===== src/rtl/nes_joypad_pkg.sv =====
// Shared bit indices and the Wii-to-NES mapping helper for the NES joypad port.
package nes_joypad_pkg;

  localparam int NES_PAD_W = 8;

  localparam int NES_A      = 0;
  localparam int NES_B      = 1;
  localparam int NES_SELECT = 2;
  localparam int NES_START  = 3;
  localparam int NES_UP     = 4;
  localparam int NES_DOWN   = 5;
  localparam int NES_LEFT   = 6;
  localparam int NES_RIGHT  = 7;

  localparam int WII_UP    = 3;
  localparam int WII_DOWN  = 2;
  localparam int WII_LEFT  = 1;
  localparam int WII_RIGHT = 0;

  localparam int WII_A = 3;
  localparam int WII_B = 2;
  localparam int WII_X = 1;
  localparam int WII_Y = 0;

  localparam int WII_START  = 2;
  localparam int WII_SELECT = 1;
  localparam int WII_HOME   = 0;

  // Opposing d-pad directions cancel so the game never sees an impossible pad.
  function automatic logic [NES_PAD_W-1:0] nes_map(input logic [3:0] udlr,
                                                   input logic a, input logic b,
                                                   input logic sel, input logic start);
    logic [NES_PAD_W-1:0] pad;
    logic ud_clash, lr_clash;
    ud_clash = udlr[WII_UP] & udlr[WII_DOWN];
    lr_clash = udlr[WII_LEFT] & udlr[WII_RIGHT];
    pad = '0;
    pad[NES_A]      = a;
    pad[NES_B]      = b;
    pad[NES_SELECT] = sel;
    pad[NES_START]  = start;
    pad[NES_UP]     = udlr[WII_UP] & ~ud_clash;
    pad[NES_DOWN]   = udlr[WII_DOWN] & ~ud_clash;
    pad[NES_LEFT]   = udlr[WII_LEFT] & ~lr_clash;
    pad[NES_RIGHT]  = udlr[WII_RIGHT] & ~lr_clash;
    return pad;
  endfunction

endpackage


===== src/rtl/nes_joypad_turbo.sv =====
// Turbo phase generator: turbo_phase toggles every TURBO_HALF clocks.
// Only compiled when NES_JOYPAD_TURBO_EN is defined.
`ifdef NES_JOYPAD_TURBO_EN
module nes_joypad_turbo #(
  parameter int unsigned TURBO_HALF = 416_667
) (
  input  logic clk,
  input  logic reset,
  output logic turbo_phase
);

  localparam int unsigned CW = (TURBO_HALF > 1) ? $clog2(TURBO_HALF) : 1;
  localparam logic [CW-1:0] RELOAD = CW'(TURBO_HALF - 1);

  logic [CW-1:0] cnt;

  always_ff @(posedge clk or negedge reset) begin
    if (!reset) begin
      cnt         <= RELOAD;
      turbo_phase <= 1'b0;
    end else if (cnt == '0) begin
      cnt         <= RELOAD;
      turbo_phase <= ~turbo_phase;
    end else begin
      cnt <= cnt - 1'b1;
    end
  end

endmodule
`endif


===== src/rtl/nes_joypad_port.sv =====
// NES controller ($4016) emulation fed by decoded Wii Classic buttons.
// Optional turbo on X/Y enabled by defining NES_JOYPAD_TURBO_EN.
module nes_joypad_port
  import nes_joypad_pkg::*;
#(
  parameter int unsigned TURBO_HALF   = 416_667,
  parameter bit          OPEN_BUS_ONE = 1'b1
) (
  input  logic                 clk,
  input  logic                 reset,
  input  logic [3:0]           udlr_dpad,
  input  logic [3:0]           abxy_btns,
  input  logic [2:0]           st_sel_hm_btns,
  input  logic                 cpu_wr_stb,
  input  logic                 cpu_wr_d0,
  input  logic                 cpu_rd_stb,
  output logic                 joy_d0,
  output logic [NES_PAD_W-1:0] pad_state
);

  logic [NES_PAD_W-1:0] snap, snap_d, shift_q;
  logic                 strobe_q;
  logic [3:0]           rd_cnt;
  logic                 a_eff, b_eff;
  logic                 unused_ok;

`ifdef NES_JOYPAD_TURBO_EN
  logic turbo_phase;

  nes_joypad_turbo #(.TURBO_HALF(TURBO_HALF)) u_turbo (
    .clk         (clk),
    .reset       (reset),
    .turbo_phase (turbo_phase)
  );

  assign a_eff     = abxy_btns[WII_A] | (abxy_btns[WII_X] & turbo_phase);
  assign b_eff     = abxy_btns[WII_B] | (abxy_btns[WII_Y] & turbo_phase);
  assign unused_ok = &{1'b0, st_sel_hm_btns[WII_HOME]};
`else
  assign a_eff     = abxy_btns[WII_A];
  assign b_eff     = abxy_btns[WII_B];
  assign unused_ok = &{1'b0, abxy_btns[WII_X], abxy_btns[WII_Y],
                       st_sel_hm_btns[WII_HOME], (TURBO_HALF != 0)};
`endif

  assign snap_d = nes_map(udlr_dpad, a_eff, b_eff,
                          st_sel_hm_btns[WII_SELECT], st_sel_hm_btns[WII_START]);

  always_ff @(posedge clk or negedge reset) begin
    if (!reset) snap <= '0;
    else        snap <= snap_d;
  end

  always_ff @(posedge clk or negedge reset) begin
    if (!reset)          strobe_q <= 1'b0;
    else if (cpu_wr_stb) strobe_q <= cpu_wr_d0;
  end

  // A write in the same cycle as a read suppresses the shift.
  always_ff @(posedge clk or negedge reset) begin
    if (!reset) begin
      shift_q <= '0;
      rd_cnt  <= '0;
    end else if (strobe_q) begin
      shift_q <= snap;
      rd_cnt  <= '0;
    end else if (cpu_rd_stb && !cpu_wr_stb) begin
      shift_q <= {OPEN_BUS_ONE, shift_q[NES_PAD_W-1:1]};
      if (rd_cnt != 4'd8) rd_cnt <= rd_cnt + 4'd1;
    end
  end

  assign joy_d0    = strobe_q ? snap[NES_A] : shift_q[0];
  assign pad_state = snap;

endmodule


===== config.mk =====
export PLATFORM = sky130hd
export DESIGN_NAME = nes_joypad_port
export DESIGN_NICKNAME = d
export VERILOG_FILES = /design/src/rtl/nes_joypad_pkg.sv /design/src/rtl/nes_joypad_turbo.sv /design/src/rtl/nes_joypad_port.sv
export SDC_FILE = /design/constraint.sdc
export NUM_CORES = 1
export LEC_CHECK = 0
export ABC_CLOCK_PERIOD_IN_PS = 2500
export BUFFER_PORTS_ARGS = -buffer_cell sky130_fd_sc_hd__buf_2
export CORE_MARGIN = 1
export CORE_UTILIZATION = 51
export CTS_CLUSTER_SIZE = 24
export DETAILED_ROUTE_END_ITERATION = 10
export PLACE_DENSITY_LB_ADDON = 0.12
export RECOVER_POWER = 50
export SLEW_MARGIN = 5
export SYNTH_ARGS = -nofsm -noshare
export SYNTH_HDL_FRONTEND = slang
export SYNTH_HIERARCHICAL = 1
export SYNTH_SLANG_ARGS = --single-unit

===== constraint.sdc =====
create_clock -name clk -period 2.5 [get_ports clk]
set_input_delay 0.375 -clock clk [delete_from_list [all_inputs] [get_ports clk]]
set_output_delay 0.375 -clock clk [all_outputs]
set_load 0.01 [all_outputs]

# Word-level counts from Yosys, hierarchy flattened
# Cells that the tools add are included.
# totals
ff_bits	17
in_bits	16
output_inout_bits	9
word_cells	17
# op_classes
muxes	3
bitwise_logic	8
n_reduce_logical	3
# op_table
operator	count
8-bit two-way mux	2
1-bit bitwise AND	6
1-bit inverter	2
2-bit nonzero test	1
1-bit logical AND	1
1-bit zero test	1
1-bit two-way mux	1

# Logic depth before layout (Yosys ltp)
# logic_depth
depth_word	4
depth_mapped	4
ltp_nobuf	2

# Worst setup path after synthesis
# OpenSTA, ideal clock, no wires.
# synth_timing
path_kind	flip-flop to output port
start	register strobe_q
end	output port joy_d0
t_arrival_ns	0.819
t_required_ns	2.125
setup_slack_ns	1.306
stages_incl_launch_ff	5
n_path_buf	2
path_cell_list	dfrtp_1 -> buf_6 -> clkbuf_8 -> nand2_1 -> nand2_1
# synth_between
elab_chain_cells	1
# synth_lines
element	line	source
from (decl)	nes_joypad_port.sv:22	logic strobe_q;
from (signal assigned)	nes_joypad_port.sv:56	else if (cpu_wr_stb) strobe_q <= cpu_wr_d0;
1-bit two-way mux	nes_joypad_port.sv:73	assign joy_d0 = strobe_q ? snap[NES_A] : shift_q[0];
to (decl)	nes_joypad_port.sv:17	output logic joy_d0,
# Every way passes these cells.

# Final worst setup path
# Same ends and word-level chain as after synthesis.

==> results by group <==
Cells and area
  – Share of cells above drive strength 1: between 30% and 40%
  – Nets: 93
  – Layout area overhead: 17.5%
  – Final std cells w/o fill: 91
  – N_diodes: 0

Critical path
  – WP data required: 2.12 ns
  – CP endpoint kind: primary output
  – CP Max Fanout: 24
  – Max stage delay on crit path: 0.72 ns
  – CP max stage cell: dfrtp_1
  – Crit start category: register
  – CP Data Arrival Time: 1.38 ns
  – CP cell instances: nand2b_1 -> nand2_1 -> buf_2
  – WS Path Type: reg2out
  – Crit-path leading delay family: flip-flops
  – Critical path buffers and inverters: 1

Die
  – Die Footprint: 1600 um2
  – Die W: 40.0 um
  – Site Rows: 13
  – Placeable core area: 1320 um2
  – # IOs: 25
  – Initial core utilization: 56.0%
  – Die Ht: ~40 um

Power and ir drop
  – Pwr per Cell Area: 629 nW/um2
  – Clk pwr share: 26.3%
  – Leak pwr: 0.437 nW
  – Combinational fraction of design power: 14.7%
  – Switching Share: 24.6%
  – Sw power: 0.134 mW
  – Sequential power share: between 50% and 60%
  – Pint: 0.411 mW
  – Peak VDD IR: 324 uV

Synthesis
  – Gate Count Post-Synth: 53
  – Synth area leader: dfrtp_1
  – Post-synthesis compound-gate area fraction: under 10%
  – YS warnings: 6
  – Xor and xnor area share after synthesis: 0%
  – Mean Syn Cell Area: about 14 um2
  – Post-Synthesis Net Count: 69
  – Cell Area, Synth: 738 um2
  – Synth cell types: 17
  – Synth Area in Adders: 0%
  – Post-synthesis simple-gate area fraction: 26.9%
  – Largest family of logic cells by synthesized area: simple AND/OR/NAND/NOR gates
  – Proportion of netlist area held by the largest area contributor: 57.6%
  – Top post-synthesis cells by area: dfrtp_1, and4bb_1, a221o_1, nor2b_1, and2b_2
  – Seq/Total Area, Yosys: 57.6%
  – Post-synthesis register bit count: 17
  – Mux share of post-synthesis cell area: 1.53%

Clock network
  – Post-CTS setup repair buffer count: 0
  – CTS HTree Levels: 1
  – Clock Tree Root: clkbuf_4
  – Hold-fix buffers, CTS: 1
  – Clock Pin Slew Worst Setup and Hold Paths: 0.09 ns
  – CTS sink cnt: 17
  – Num CTS Buffers: 3
  – CTS tree: yes
  – Clk Latency, worst-skew pair: about 0.28 ns
  – PostCTS Resize Cnt: 0
  – Clock buffer depth: 2

STA
  – Worst-Margin Slew: around 0.87 ns
  – Final setup TNS: 0 ns
  – Period utilisation layout: 70.3%
  – RSZ-0062 raised after global routing: false
  – Clk_skew: 0.00478 ns
  – FMAX: between 500 and 600 MHz
  – Setup violations, final: 0
  – Slew Limit Headroom: 41.8%
  – Final hold violation count: 0
  – Crit path time final: 1.76 ns
  – Pins Over Slew Limit: 0

Place
  – Hpwl dp: 827 um
  – Routability cong.: 0.668
  – Port Buf Inserts: 21
  – Dpl cells: 86

Global route
  – Largest net degree at the start of global routing: 25
  – Total track usage: 18.4%
  – First-pass GRT wire length: between 1500 and 2000 um
  – Vias in the first global route: 442
  – Gr ovfl total: 0
  – Initial antenna violation count: 0

Worst hold path
  – HP Class: in2reg

Drt
  – Routed length per placed instance: 12.8 um
  – Antenna Nets Post-Route: 0
  – Final WL: about 1200 um
  – Number of DRC markers in iteration 0: 9
  – DR vias: 489
  – First-pass detailed-route iteration total: 4
  – DRC viols: 0
  – Mean number of vias per cell: 5.37

Run
  – Max-cap check violation count: 0

Run status
  – Outcome: completed
==> synthesized netlist by cell type (all sizes together) <==
cell	n
dfrtp	17
nand4bb	1
and2b	5
a221o	6
a21oi	1
nor2	1
nor2b	7
nand2b	2
clkbuf	2
nand2	2
buf	1
o211ai	1
mux2	1
and4bb	6
==> power groups by stage <==
stage,Combinational [mW],Clock (mW),Sequential [mW]
2_1_floorplan,0.0592,0,0.320
3_3_place_gp,0.0777,0,0.326
3_5_place_dp,0.0799,0,0.328
4_1_cts,0.0813,0.152,0.322
5_1_grt,0.0892,0.161,0.327
6_report,0.0799,0.143,0.322
==> through the flow <==
stage               setup WS (ns)  cell area (um2)  util (%)  total power [mW]  hold slack, ns
floorplan                    1.31              738         -             0.380          0.0794
global placement             1.07              832      63.2             0.404           0.306
detailed placement           1.06              832      63.2             0.408           0.311
CTS                         0.734              868      65.9             0.555           0.179
global route                0.577              867      65.8             0.577           0.172
finish                      0.742              867      65.8             0.545           0.193
==> metal layers <==
layer | up-vias | wire length, um | global-route usage, %
met3 | 2 | 45 | 3.33
met2 | 14 | 544 | 26.2
met1 | 230 | 572 | 25.9
li1 | 243 | - | -
met5 | - | 0 | 0
met4 | 0 | 7 | 10.3
==> kinds of logic (layout without fill, tap and decap cells) <==
kind of cell / after synthesis / in the layout
simple gates: 24 / 24
flops: 17 / 17
compound gates: 8 / 8
buf+inv: 3 / 26
mux: 1 / 1
==> worst paths after layout <==
check	from	endpoint	slack, ns	depth (start not counted)
min in group asynchronous	reset	pad_state[5]	0.71	2
hold reg to reg	pad_state[3]	shift_q[3]	0.52	1
setup reg to reg	strobe_q	shift_q[5]	1.07	2
max in group asynchronous	reset	pad_state[0]	1.25	2
setup / recovery	strobe_q	joy_d0	0.74	3
hold / removal	abxy_btns[3]	pad_state[0]	0.19	1
==> layout make-up <==
cell class / count / area, um2
clock buffers: 4 / 26.3
fillers: 103 / 450
well taps: 15 / 18.8
flip-flops and latches: 17 / 425
multi-input cells: 33 / 283
repair buffers: 22 / 114
==> flip-flops by register name, indices dropped and copies added, names as in the netlist <==
register	cells
pad_state	8
shift_q	8
strobe_q	1
==> cells in the final DEF (no fill, tap or decap) <==
master / count
nand2b_1: 1
clkbuf_4: 3
a221o_1: 6
mux2_2: 1
buf_2: 20
nor2b_1: 7
o211ai_1: 1
dlygate4sd3_1: 1
nor2_1: 1
and2b_2: 4
and2b_1: 1
nand2b_2: 1
dfrtp_1: 17
and4bb_1: 6
a21oi_1: 1
nand4bb_1: 1
nand2_1: 2
clkbuf_1: 2
No activity file was read; power rests on OpenSTA's default activity.
